### config.mk
export PLATFORM = sky130hd
export DESIGN_NAME = lbus_master
export DESIGN_NICKNAME = d
export VERILOG_FILES = /design/src/rtl/lbus_master.sv
export SDC_FILE = /design/constraint.sdc
export NUM_CORES = 1
export LEC_CHECK = 0
export ABC_AREA = 1
export ABC_CLOCK_PERIOD_IN_PS = 6300
export BUFFER_PORTS_ARGS = -buffer_cell sky130_fd_sc_hd__buf_2
export CAP_MARGIN = 20
export CORE_MARGIN = 2
export CORE_UTILIZATION = 35
export CTS_BUF_LIST = sky130_fd_sc_hd__clkbuf_8
export CTS_CLUSTER_SIZE = 40
export DETAILED_ROUTE_END_ITERATION = 10
export SYNTH_ARGS = -nofsm -noshare
export SYNTH_HDL_FRONTEND = slang
export SYNTH_SLANG_ARGS = --single-unit
### constraint.sdc
create_clock -name clkin -period 6.3 [get_ports clkin]
set_input_delay 0.63 -clock clkin [delete_from_list [all_inputs] [get_ports clkin]]
set_output_delay 0.63 -clock clkin [all_outputs]
set_load 0.01 [all_outputs]
### src/rtl/lbus_master.sv
// Host-side initiator for the 16-bit local bus: turns single command words into
// timed write/read strobes and supports polling a status field until it clears.
module lbus_master #(
    parameter int unsigned SETUP_CYC = 2,
    parameter int unsigned STB_CYC   = 3,
    parameter int unsigned HOLD_CYC  = 1,
    parameter logic [23:0] POLL_MAX  = 24'hFFFFFF
) (
    input  logic        clkin,
    input  logic        rstnin,
    input  logic        cmd_valid,
    output logic        cmd_ready,
    input  logic [1:0]  cmd_op,
    input  logic [15:0] cmd_addr,
    input  logic [15:0] cmd_wdata,
    output logic        rsp_valid,
    output logic [15:0] rsp_rdata,
    output logic        rsp_timeout,
    output logic [15:0] lbus_a,
    output logic [15:0] lbus_do,
    input  logic [15:0] lbus_di,
    output logic        lbus_wr,
    output logic        lbus_rd
);

    typedef enum logic [2:0] {
        IDLE,
        SETUP,
        STROBE,
        HOLD,
        GAP,
        RESP
    } state_t;

    localparam logic [3:0] SETUP_LD = 4'(SETUP_CYC - 1);
    localparam logic [3:0] STB_LD   = 4'(STB_CYC - 1);
    localparam logic [3:0] HOLD_LD  = (HOLD_CYC == 0) ? 4'd0 : 4'(HOLD_CYC - 1);

    state_t      state;
    logic [3:0]  phase_cnt;
    logic        op_write;
    logic        op_poll;
    logic [15:0] mask;
    logic [15:0] sample;
    logic [23:0] poll_cnt;
    logic [23:0] poll_inc;

    assign poll_inc = (poll_cnt == 24'hFFFFFF) ? poll_cnt : poll_cnt + 24'd1;

    // With HOLD_CYC=0 the strobe falls on the edge that enters RESP, so the
    // address is kept through RESP and only cleared on the way back to IDLE.
    always_ff @(posedge clkin or negedge rstnin) begin
        if (!rstnin) begin
            state       <= IDLE;
            phase_cnt   <= 4'd0;
            op_write    <= 1'b0;
            op_poll     <= 1'b0;
            mask        <= 16'h0000;
            sample      <= 16'h0000;
            poll_cnt    <= 24'd0;
            cmd_ready   <= 1'b1;
            rsp_valid   <= 1'b0;
            rsp_rdata   <= 16'h0000;
            rsp_timeout <= 1'b0;
            lbus_a      <= 16'h0000;
            lbus_do     <= 16'h0000;
            lbus_wr     <= 1'b0;
            lbus_rd     <= 1'b0;
        end else begin
            rsp_valid   <= 1'b0;
            rsp_timeout <= 1'b0;
            case (state)
                IDLE: begin
                    if (cmd_valid) begin
                        cmd_ready <= 1'b0;
                        op_write  <= (cmd_op == 2'd0);
                        op_poll   <= (cmd_op == 2'd2);
                        mask      <= cmd_wdata;
                        lbus_a    <= cmd_addr;
                        lbus_do   <= (cmd_op == 2'd0) ? cmd_wdata : 16'h0000;
                        poll_cnt  <= 24'd0;
                        phase_cnt <= SETUP_LD;
                        state     <= SETUP;
                    end
                end
                SETUP: begin
                    if (phase_cnt == 4'd0) begin
                        lbus_wr   <= op_write;
                        lbus_rd   <= ~op_write;
                        phase_cnt <= STB_LD;
                        state     <= STROBE;
                    end else begin
                        phase_cnt <= phase_cnt - 4'd1;
                    end
                end
                STROBE: begin
                    if (phase_cnt == 4'd0) begin
                        lbus_wr <= 1'b0;
                        lbus_rd <= 1'b0;
                        sample  <= lbus_di;
                        if (HOLD_CYC != 0) begin
                            phase_cnt <= HOLD_LD;
                            state     <= HOLD;
                        end else if (op_poll) begin
                            state <= GAP;
                        end else begin
                            rsp_valid <= 1'b1;
                            rsp_rdata <= op_write ? 16'h0000 : lbus_di;
                            state     <= RESP;
                        end
                    end else begin
                        phase_cnt <= phase_cnt - 4'd1;
                    end
                end
                HOLD: begin
                    if (phase_cnt == 4'd0) begin
                        if (op_poll) begin
                            state <= GAP;
                        end else begin
                            rsp_valid <= 1'b1;
                            rsp_rdata <= op_write ? 16'h0000 : sample;
                            lbus_a    <= 16'h0000;
                            lbus_do   <= 16'h0000;
                            state     <= RESP;
                        end
                    end else begin
                        phase_cnt <= phase_cnt - 4'd1;
                    end
                end
                GAP: begin
                    // A clear field wins over the timeout on the final read.
                    if ((sample & mask) == 16'h0000) begin
                        rsp_valid <= 1'b1;
                        rsp_rdata <= sample;
                        lbus_a    <= 16'h0000;
                        lbus_do   <= 16'h0000;
                        state     <= RESP;
                    end else begin
                        poll_cnt <= poll_inc;
                        if (poll_inc >= POLL_MAX) begin
                            rsp_valid   <= 1'b1;
                            rsp_timeout <= 1'b1;
                            rsp_rdata   <= sample;
                            lbus_a      <= 16'h0000;
                            lbus_do     <= 16'h0000;
                            state       <= RESP;
                        end else begin
                            phase_cnt <= SETUP_LD;
                            state     <= SETUP;
                        end
                    end
                end
                RESP: begin
                    lbus_a    <= 16'h0000;
                    lbus_do   <= 16'h0000;
                    cmd_ready <= 1'b1;
                    state     <= IDLE;
                end
                default: begin
                    lbus_wr   <= 1'b0;
                    lbus_rd   <= 1'b0;
                    cmd_ready <= 1'b1;
                    state     <= IDLE;
                end
            endcase
        end
    end

endmodule

==> results.cfg <==
[floorplanning]
die_width_um = 137.7
core_mm2 = 0.01742
ios = 106
die_h_um = 137.7
floorplan.die_area_mm2 = 0.01897
start_util = 0.3594
num_rows = 48

[flow_run]
cap_violations = 0

[sta]
max_slew_margin = 0.4450
finalCriticalPeriod_ps = 3636
rsz0062_at_grt = no
fmax_mhz = 275.0
finalMaxSlewViolations = 0
fin_tns_setup_ps = 0
setup_violations = 0
tightestPinTransition_ps = 832.4
period_share = 0.5771
fin_worst_skew_ps = 18.00
hold_viol = 0

[setup_path]
worstPathMaxFanout = 33
crit_arrival_ps = 4010
reg2reg_slack_ps = 2660
crit_type = register to register
startpoint_type = register
cp-end-kind = register
cp.required_ps = 6670

[synth]
yosysUniqueCellTypes = 37
synth-seq-cells = 118
synthCells = 847
synth_edf_count = 0
synthesis.nets = 903
yosysSeqAreaShare = 0.4719
netlist_area_mm2 = 0.006260
ys_async_sr_fraction = 1.000
yosys_warnings = 0
avgSynthCellArea_um2 = 7.391
synth.largest_area_cell = dfrtp_1
synth_ff_type = dfrtp_1
yosysTopAreaCellShare = 0.4677
synth.area.top_cells = dfrtp_1 47%, nand2_1 16%, nor2_1 6.7%

[cells_and_area]
final_common_cell = nand2_1
final_cell_mix = 273 x nand2_1, 117 x dfrtp_1, 111 x nor2_1, 104 x buf_2, 92 x inv_1
fillers = 1839
drive_above_1_share = 0.1686
nets = 1004
design_area_mm2 = 0.007380
finish.utilization = 0.4237
syn_to_final_growth_pct = 17.89

[power_and_ir_drop]
p_per_area_mw_per_mm2 = 448.7
irDropWorstVdd_uv = 293.7
cellLeakagePower_nw = 3.808

[cts]
clk_pin_slew_ps = 70
cts_setup_buffers = 0
root_buffer = clkbuf_8
clk_latency_ps = 450
ctsResizeCount = 0
hold_buffers = 0
cts.sinks = 118
cts_tree = yes
cts_buffer_depth = 2
cts_made_buffers = 17
htree_levels = 4

[grt]
use_met3 = 0.05482
grt_pass1_vias = 5486
grt_overflow_total = 0
grt_first_pass_wirelength_um = 27990
top_usage_layer = met2
grt_max_degree = 65
track_usage = 0.1916
grt_use_met2 = 0.2993
antenna_found_initial = 2
use_met1 = 0.2610

[route]
viasPerCell = 4.936
drtIter0Drc = 368
totalWireLength_um = 17400
via_count = 5859
postRouteAntennaNets = 0
routedWlPerCell_um = 14.66
first_pass_iters = 6
drc = 0

[placement]
dp_hpwl_um = 12260
portBuffers = 105
gp_congestion = 0.9176
dpl-instance-area_mm2 = 0.006938

[min_path]
hold_class = input port to async pin

[outcome]
status = complete, no violations
==> flip-flops by register name, summed over array words and instances, names as in the netlist, 3 cells and up <==
signal     cells
mask          16
rsp_rdata     16
lbus_a        16
lbus_do       16
poll_cnt      24
phase_cnt      4
state          3
sample        16
==> worst max-delay path, stage by stage, from the launching register on <==
cell and delay, ps:
dfrtp_1 420, ha_1 320, nand3_2 150, inv_2 120, nand2_2 80, nor2_4 130, nand2_2 310, o21ai_0 420
nor2_2 90, nand3_1 80, nor2_1 40, nand2_1 90, nand3_2 550, nand2_4 560, nand2_1 100, nand2_1 70
==> area by class of cell <==
type	instances	area, um^2	share of cell area
multi-input cells	603	2773	0.3757
clock buffers	17	234.0	0.03171
clock inverters	15	163.9	0.02221
diodes	1	2.502	0.0003391
repair buffers	113	614.3	0.08325
well taps	225	281.5	0.03815
inverters	95	356.6	0.04832
flip-flops and latches	118	2954	0.4003
==> routing by layer <==
layer | vias up | wire [um]
met5 | - | 11
met4 | 2 | 216
met1 | 2761 | 7984
met3 | 25 | 1089
li1 | 2909 | -
met2 | 162 | 8095
==> where the power goes <==
part           total (mW)  internal (mW)  switching [mW]
Sequential           1.22           1.05           0.176
Clock               0.714          0.386           0.328
Combinational        1.37          0.487           0.886
==> synth_stat cells (4+ instances only) <==
cell      instances
clkbuf_1         17
o21ai_0          42
nor2_1          111
a21oi_1          20
inv_2             4
nand3b_1         17
nand3_1          73
nand2_1         273
inv_1            90
xor2_1            4
buf_6             7
dfrtp_1         117
o22ai_1          17
a22o_1            5
nand4_1          12
==> final timing paths <==
| check | cells after the start | start | end |
|---|---|---|---|
| worst max-delay path | 15 | poll_cnt[0] | lbus_do[11] |
| worst min-delay path | 1 | rstnin | poll_cnt[13] |
| worst max register to register | 15 | poll_cnt[0] | lbus_do[11] |
| worst min register to register | 1 | op_write | lbus_rd |
| max in group asynchronous | 2 | rstnin | rsp_rdata[3] |
| min in group clkin | 3 | lbus_di[7] | sample[7] |
==> stage by stage <==
| step | hold slack (ps) | instances | worst slack [ps] | power (mW) |
|---|---|---|---|---|
| floorplan | 334.4 | 847 | 3962 | 2.175 |
| global placement | 441.9 | 1152 | 2806 | 2.587 |
| detailed placement | 452.2 | 1152 | 2708 | 2.605 |
| CTS | 254.2 | 1184 | 2676 | 3.331 |
| global route | 282.3 | 1186 | 2285 | 3.594 |
| finish | 231.6 | 1187 | 2664 | 3.311 |
==> cells by family (layout without fill, tap and decap cells) <==
logic type	Yosys count	in the layout	synth area share
buf+inv	126	240	0.08635
other cells	0	1	0
fa+ha+maj	3	3	0.005997
compound gates	92	92	0.08395
flops	118	118	0.4719
xor+xnor	6	6	0.008395
simple gates	502	502	0.3434
No activity file was read; power rests on OpenSTA's default activity.
